==> src/rtl/ctrl_pkg.sv <==
// rtl/ctrl_pkg.sv - opcode, ALU-class encodings and decode helper for the main control unit
package ctrl_pkg;

  localparam logic [5:0] OP_RTYPE = 6'b000000;
  localparam logic [5:0] OP_LW    = 6'b100011;
  localparam logic [5:0] OP_SW    = 6'b101011;
  localparam logic [5:0] OP_BEQ   = 6'b000100;
  localparam logic [5:0] OP_ADDI  = 6'b001000;

  localparam logic [1:0] ALUOP_ADD   = 2'b00;
  localparam logic [1:0] ALUOP_SUB   = 2'b01;
  localparam logic [1:0] ALUOP_FUNCT = 2'b10;

  typedef struct packed {
    logic       mem_to_reg;
    logic       mem_to_write;
    logic       reg_write;
    logic [1:0] alu_op;
    logic       op_illegal;
  } ctrl_t;

  localparam ctrl_t CTRL_IDLE = '{
    mem_to_reg: 1'b0, mem_to_write: 1'b0, reg_write: 1'b0,
    alu_op: ALUOP_ADD, op_illegal: 1'b0
  };

  // Unknown opcodes fall back to a no-write bundle so nothing in the datapath is disturbed.
  function automatic ctrl_t decode_op(input logic [5:0] op);
    ctrl_t c;
    c = CTRL_IDLE;
    case (op)
      OP_RTYPE: begin
        c.reg_write = 1'b1;
        c.alu_op    = ALUOP_FUNCT;
      end
      OP_LW: begin
        c.mem_to_reg = 1'b1;
        c.reg_write  = 1'b1;
      end
      OP_SW:   c.mem_to_write = 1'b1;
      OP_BEQ:  c.alu_op       = ALUOP_SUB;
      OP_ADDI: c.reg_write    = 1'b1;
      default: c.op_illegal   = 1'b1;
    endcase
    return c;
  endfunction

endpackage

==> src/rtl/mux2_dw.sv <==
// rtl/mux2_dw.sv - combinational DATA_W-bit 2:1 selector
module mux2_dw #(
  parameter int DATA_W = 32
) (
  input  logic [DATA_W-1:0] a,
  input  logic [DATA_W-1:0] b,
  input  logic              selector,
  output logic [DATA_W-1:0] salida
);

  // An unknown select propagates as all-X rather than silently picking an input.
  always_comb begin
    salida = '0;
    case (selector)
      1'b0:    salida = a;
      1'b1:    salida = b;
      default: salida = 'x;
    endcase
  end

endmodule

==> src/rtl/unidad_de_control.sv <==
// rtl/unidad_de_control.sv - registered opcode decoder plus bundled 2:1 data selector
module unidad_de_control
  import ctrl_pkg::*;
#(
  parameter int DATA_W = 32,
  parameter int OP_W   = 6
) (
  input  logic              clk,
  input  logic              rst_n,
  input  logic [OP_W-1:0]   op,
  output logic              MemToReg,
  output logic              MemToWrite,
  output logic              RegWrite,
  output logic [1:0]        AluOp,
  output logic              op_illegal,
  input  logic [DATA_W-1:0] a,
  input  logic [DATA_W-1:0] b,
  input  logic              selector,
  output logic [DATA_W-1:0] salida
);

  ctrl_t w_next;
  ctrl_t r_ctrl;

  always_comb begin
    w_next = decode_op(6'(op));
  end

  always_ff @(posedge clk or negedge rst_n) begin
    if (!rst_n) begin
      r_ctrl <= CTRL_IDLE;
    end else begin
      r_ctrl <= w_next;
    end
  end

  assign MemToReg   = r_ctrl.mem_to_reg;
  assign MemToWrite = r_ctrl.mem_to_write;
  assign RegWrite   = r_ctrl.reg_write;
  assign AluOp      = r_ctrl.alu_op;
  assign op_illegal = r_ctrl.op_illegal;

  mux2_dw #(
    .DATA_W(DATA_W)
  ) u_mux (
    .a        (a),
    .b        (b),
    .selector (selector),
    .salida   (salida)
  );

endmodule

==> config.mk <==
export PLATFORM = sky130hd
export DESIGN_NAME = unidad_de_control
export DESIGN_NICKNAME = d
export VERILOG_FILES = /design/src/rtl/ctrl_pkg.sv /design/src/rtl/mux2_dw.sv /design/src/rtl/unidad_de_control.sv
export SDC_FILE = /design/constraint.sdc
export NUM_CORES = 1
export LEC_CHECK = 0
export CAP_MARGIN = 0
export CORE_MARGIN = 1.5
export CORE_UTILIZATION = 24
export CTS_CLUSTER_SIZE = 25
export DETAILED_ROUTE_END_ITERATION = 8
export PLACE_DENSITY = 0.9
export SLEW_MARGIN = 15
export SYNTH_ARGS = -nofsm -noshare
export SYNTH_HDL_FRONTEND = slang
export SYNTH_SLANG_ARGS = --single-unit
==> constraint.sdc <==
create_clock -name clk -period 1.1 [get_ports clk]
set_clock_uncertainty 0.15 [all_clocks]
set_input_delay 0.22 -clock clk [delete_from_list [all_inputs] [get_ports clk]]
set_output_delay 0.22 -clock clk [all_outputs]
set_load 0.05 [all_outputs]
* After elaboration in Yosys (flattened, before gate mapping) *
Index checks and enable logic that the tools add are counted.

storage, ports and cells
  flip-flop bits (word level) = 6
  bits of input ports = 73
  output and inout port bits = 38

cells by class
  equal/unequal tests = 4
  multiplexer cells = 6
  bitwise logic cells = 1
  reduce and logical (&&, ||, !) cells = 3

operators by type and width
  kind                                                  count
  one-hot mux 32 bit (2 select lines)                   1
  equality test 6 bit (second input constant)           2
  equality test 6 x 3 -> 1 bit (second input constant)  1
  equality test 6 x 4 -> 1 bit (second input constant)  1
  zero test 6 bit                                       1
  OR reduction 5 bit                                    1
  2-to-1 mux 1 bit                                      4
  one-hot mux 2 bit (2 select lines)                    1
  OR reduction 3 bit                                    1
  inverter 1 bit                                        1

* Depth between registers and ports, before layout *
  word-level depth = 3
  gate-level depth with buffers = 3
  gate-level depth less buffers = 2

* Cells and area by module *
From an unflattened synthesis, not the netlist that was laid out.

unflattened totals
  cells, all modules = 54
  area, all modules = 782.0 um2

by module, submodules not included
  module             times used  cells each  area an instance (um2)  seq. area each (um2)
  mux2_dw            1           36          544.3                   0.0
  unidad_de_control  1           18          237.7                   150.1

* Least setup slack after synthesis *
No wires, ideal clock.

  path kind = input to output
  start point = input selector
  end point = output salida[0]
  arrival = 859 ps
  required time = 730 ps
  slack = -129 ps
  stages = 3
  buffers on the path = 2
  cell sequence = buf_6 > buf_12 > mux2_4

on the way
  cells in the longest elaborated chain, start to end = 2

ends and longest elaborated chain
  element                                  RTL line                 text
  start, declared                          unidad_de_control.sv:18  input logic selector,
  inverter 1 bit                           mux2_dw.sv:14            case (selector)
  one-hot mux 32 bit (2 select lines) (*)  mux2_dw.sv:14
  end, declared                            unidad_de_control.sv:19  output logic [DATA_W-1:0] salida

Mark *: on every way between the ends. The rest lies on a longest branch, timed or not.

* Final worst setup path *
  start point = input selector
  end point = output salida[7]

The elaborated chain is that of the path after synthesis.

==> impl_summary.md <==
Routing
The number of DRC violations after detailed-routing iteration 0 is 25. For this run, design rule violations remaining after detail routing come to 0. The number of detailed-routing iterations run before antenna repair is 3. The antenna violation net count after detailed routing is 0. In the final routed layout, each cell accounts on average for 15.74 um. The number of vias per cell is 4.257.

Across all layers, the routed design uses 911 vias. Wires add up to between 3 and 4 mm.

Timing
The hold violation total from the final report is 0. The routed design could run at a clock period as short as 1335 ps. Timing would allow up to 749.0 MHz.

Setup violations remaining at the end of the flow were counted as 38. Headroom to the max-slew limit came out at 0.8168. The worst path setup slack after routing is -235.2 ps. The final number of max-transition violations is 0.

The final total negative setup slack is -7577 ps. The final period utilization is 1.214. At the pin with the least slew margin, the transition time is 273.9 ps. Setup repair after global routing could not meet its margin everywhere.

Logic synthesis
The net count after synthesis is 127. For this run, the number of Yosys warnings is 0. Counting flops and latches in the post-synthesis netlist gives 6. The number of different library cells used by synthesis comes to 12.

The share of synthesized area occupied by flip-flops and latches is 0.1964. Synthesis handed over a netlist of between 50 and 60 instances. The netlist area before placement is 764.5 um^2. The average cell area after synthesis is roughly 14 um^2.

Floorplanning
The core region is approximately 0.003 mm^2. The number of core rows is 20. The initial core utilization is 0.2525.

During I/O placement, the number of pins put on the boundary was around 110. The floorplan die area is between 0.003 and 0.004 mm^2. From bottom edge to top edge, the die measures between 50 and 60 um.

Measured along the x axis, the die boundary spans 59.44 um.

CTS
The clock drives 6 sinks. CTS built an H-tree with a depth of 1. After clock tree synthesis, the clock-pin slew on the worst setup and hold paths is 50 ps. The number of CTS-inserted buffers is 3. The maximum buffer depth of the clock tree is 2.

For this design, the CTS-stage hold fixing added 0 buffers. In this run the clock root is driven by a clkbuf_4. TritonCTS built the clock tree.

Final layout
The finished cells cover 0.002347 mm^2. The fraction of final layout cells with drive strength greater than 1 is 0.4824. The most common cell after layout, fill and taps aside is dlygate4sd2_1. The top cell types in the final layout, fill and taps aside, are dlygate4sd2_1 (66), buf_12 (39), mux2_4 (32), dfrtp_1 (6), buf_16 (4).

0 antenna diodes ended up in the layout. The count of cells in the finished layout, fillers not included, comes to ~210. The growth of design area from synthesis to finish is 207.0%. After the last flow step, the layout net total stands at 245.

Status
The checks that failed: setup timing. The run finished, with violations left.

Critical path
The critical path is of the in2out type. The startpoint class of the critical path is a primary input. STA puts the critical path data arrival time at about 970 ps.

On the worst path, the slowest cell contributes a delay of roughly 320 ps. Walking the worst path, the cells encountered are buf_12, buf_12, mux2_4, buf_12. Along the worst path, the maximum fanout reaches 6. The standard cell with the maximum stage delay on the critical path is mux2_4. The required time at the worst-slack endpoint is about 730 ps. The most frequent cell on the critical path is buf_12. The nature of the critical path endpoint is a primary output.

Global route
The number of global-route vias before repair is 967. The initial antenna violation count is 0. In the global route stage, met2 resource usage came out at 0.3815. The overall overflow remaining after global route is 0. The met1 demand-to-capacity share in global routing is 0.1728. For this run, the total global-route usage over all layers was measured as 0.1888. In this run the most used layer during global routing was met2. The first global-routing pass estimated 4.692 mm of wire. For this run, global-route usage on met3 was measured as 0.03493. The maximum number of pins on one net before global-route repair is 7.

Flow run
The tool flagged a number of max-cap violations equal to 0.

Placed design
Detailed placement finished with a half-perimeter wire length of roughly 2.8 mm. At the end of routability-driven placement, the weighted congestion stood at approximately 0.84. The number of placed instances, taps included is 207. Before CTS, the worst setup slack after placement is -364.4 ps. The standard cell area after detailed placement is 0.002247 mm^2.

The number of buffers added on ports is 110.

Power
The analysis attributes to cell leakage a power of 1.217 nW. The worst vdd rail ir drop is 0.0003100 V. The power density relative to cell area is just over 700 mW/mm^2.

The total power draw is 1.699 mW.

Min path
The type of the tightest min-delay check is in2async.
-- metrics by stage --
stage,hold slack [ps],utilization
6_report,53.56,0.7752
5_1_grt,65.82,0.7752
4_1_cts,58.71,0.7711
3_5_place_dp,329.1,0.7421
3_3_place_gp,313.2,0.7421
2_1_floorplan,-225.6,-
-- registers in the layout (all words and copies together), names as in the netlist --
register,count
AluOp,2
MemToWrite,1
MemToReg,1
op_illegal,1
RegWrite,1
-- metal layers --
layer  vias to the layer above  share of wire
met3                        10          0.047
li1                        439              -
met2                        46           0.59
met4                         0          0.035
met5                         -              0
met1                       416           0.33
-- cell type report --
class,instances,area (um^2)
clock buffers,3,22.52
fillers,204,680.7
multi-input cells,44,555.5
flip-flops and latches,6,150.1
well taps,44,55.05
repair buffers,117,1564
-- synth_stat cells, drive strengths merged --
cell / count / area, um^2
and2: 2 / 12.51
a21oi: 1 / 5.000
buf: 4 / 71.32
dfrtp: 6 / 150.1
a22o: 1 / 8.760
and3: 3 / 18.77
a22oi: 1 / 7.510
nor2: 2 / 7.510
mux2: 32 / 473.0
nor3: 2 / 10.01
-- worst max-delay path by stage --
stage | startpoint | cells after the start | end
2_1_floorplan | selector | 3 | salida[0]
3_3_place_gp | b[5] | 3 | salida[5]
3_5_place_dp | a[26] | 3 | salida[26]
4_1_cts | selector | 4 | salida[7]
5_1_grt | selector | 4 | salida[7]
6_report | selector | 4 | salida[7]
-- where the power goes --
| group | internal [mW] | switching [mW] |
|---|---|---|
| Sequential | 0.225 | 0.00303 |
| Clock | 0.124 | 0.0911 |
| Combinational | 0.693 | 0.563 |
| Total | 1.04 | 0.657 |
-- worst max-delay path: cells and delay by family --
kind	cells	cell delay [ps]
muxes	1	320
buffers and inverters	3	420
-- cells by family (layout without fill, tap and decap cells) --
family,count (synthesis),after routing,share of synthesized area
buf+inv,4,120,0.09329
mux,32,32,0.6187
simple gates,9,9,0.06383
flops,6,6,0.1964
compound gates,3,3,0.02782
-- repair_timing --
action | 4_1_cts | 5_1_grt
gates resized for setup | 80 | 4
setup endpoints to repair | 40 | 41
gates cloned | 4 | 0
setup buffers | 0 | 0
No activity file was read; power rests on OpenSTA's default activity.
==> patch (config.mk and constraints unchanged) <==
The parameter `OP_W` goes from 6 to 5.
--- a/src/rtl/unidad_de_control.sv
+++ b/src/rtl/unidad_de_control.sv
@@ -3,7 +3,7 @@
   import ctrl_pkg::*;
 #(
   parameter int DATA_W = 32,
-  parameter int OP_W   = 6
+  parameter int OP_W   = 5
 ) (
   input  logic              clk,
   input  logic              rst_n,
Ports: changed (resized op); port bits go from 111 to 110. No check against the original RTL was run, so the function may have changed too.
==> patch against the unedited design <==
The flow still finishes with violations (negative setup slack); design area is 7.4% lower; worst setup slack worse by 17 ps; via count decreased by 6.5%; synthesized area is 11% lower; worst hold slack worse by 4.4 ps; utilization grew 2.7 points; routed wire length up 9.9%; final cell count decreased by 11%; power shrank 5.7%; sequential cell count decreased by 2; largest cell class unchanged.
==> patch: results (changes against the unedited design) <==
### Drt
• routed len/inst: 19.5 um, +24%
• total length of routed met2 wires: 2.18 mm, +9.4%
• metal3 WL: 256 um, +62%
• Starting DRT DRC Count: 9, -64%
• total wire length: 3.70 mm, +9.9%

### Run status
• violated checks: negative setup slack
• result of the run: finished with violations

### Finish
• Layout Nets: 233, -4.9%
• fraction of layout instances using a drive strength above 1: 0.516, +0.0334

### Global route
• number of global-route vias before repair: 1066, +10%
• GR met3 Demand/Resource: 0.0512, +0.0162
• met1 track demand over resource in global routing: 0.232, +0.0588
• GRT met2 Usage: 0.479, +0.0975
• GRT Total Usage: 0.240, +0.0512
• maximum number of pins on one net before global-route repair: 9, +2

### Power
• Leakage: 1.11 nW, -8.6%

### Worst setup path
• capture point of the worst path: salida[24]
• crit-path max FO: 7, +1

### Placement
• last weighted congestion value of the routability-driven placer: 0.722, -14%
• number of input and output port buffers inserted: 107, -2.7%

### Yosys
• most area-consuming cells after synthesis: sky130_fd_sc_hd__mux2_4, sky130_fd_sc_hd__dfrtp_1, sky130_fd_sc_hd__buf_6
• unique cell type count in the Yosys netlist: 11, -1
• Synth Area in Compound Gates: 0.0129, -0.0149
• sequential area share after synthesis: 0.148, -0.0488

### STA
• setup violation total in the final timing report: 36, -5.3%
• setup slack of the critical path after layout: -252 ps, -16.9 ps

## patch: changes by cell type after synthesis, sizes merged, moves of 2 or more
cell | unedited run | this run
and2 | 2 | 0
and3 | 3 | 0
buf | 4 | 6
dfrtp | 6 | 4
## patch: per-stage QoR
stage | worst slack (ps) | cell area (um^2)
2_1_floorplan | -124 | 697
3_3_place_gp | -385 | 2110
3_5_place_dp | -412 | 2110
4_1_cts | -244 | 2170
5_1_grt | -263 | 2170
6_report | -252 | 2170
## patch: cell type report
class,count,area (um^2),area share
sequential,4,100,0.0460
timing repair buffer,113,1480,0.682
multi-input combinational,39,529,0.243
clock buffer,3,22.5,0.0104
tap,31,38.8,0.0178
## patch: what timing repair did
action / in CTS / in global routing
resized for setup: 82 / 3
cloned: 3 / 0
endpoints found under the setup margin: 40 / 37
pin swaps: 1 / 1
buffers inserted: 0 / 0
## patch: power by group
group,internal [mW],total [mW],switching [mW]
sequential,0.151,0.154,0.00303
combinational,0.682,1.27,0.587
clock,0.122,0.179,0.0571
total,0.955,1.60,0.647
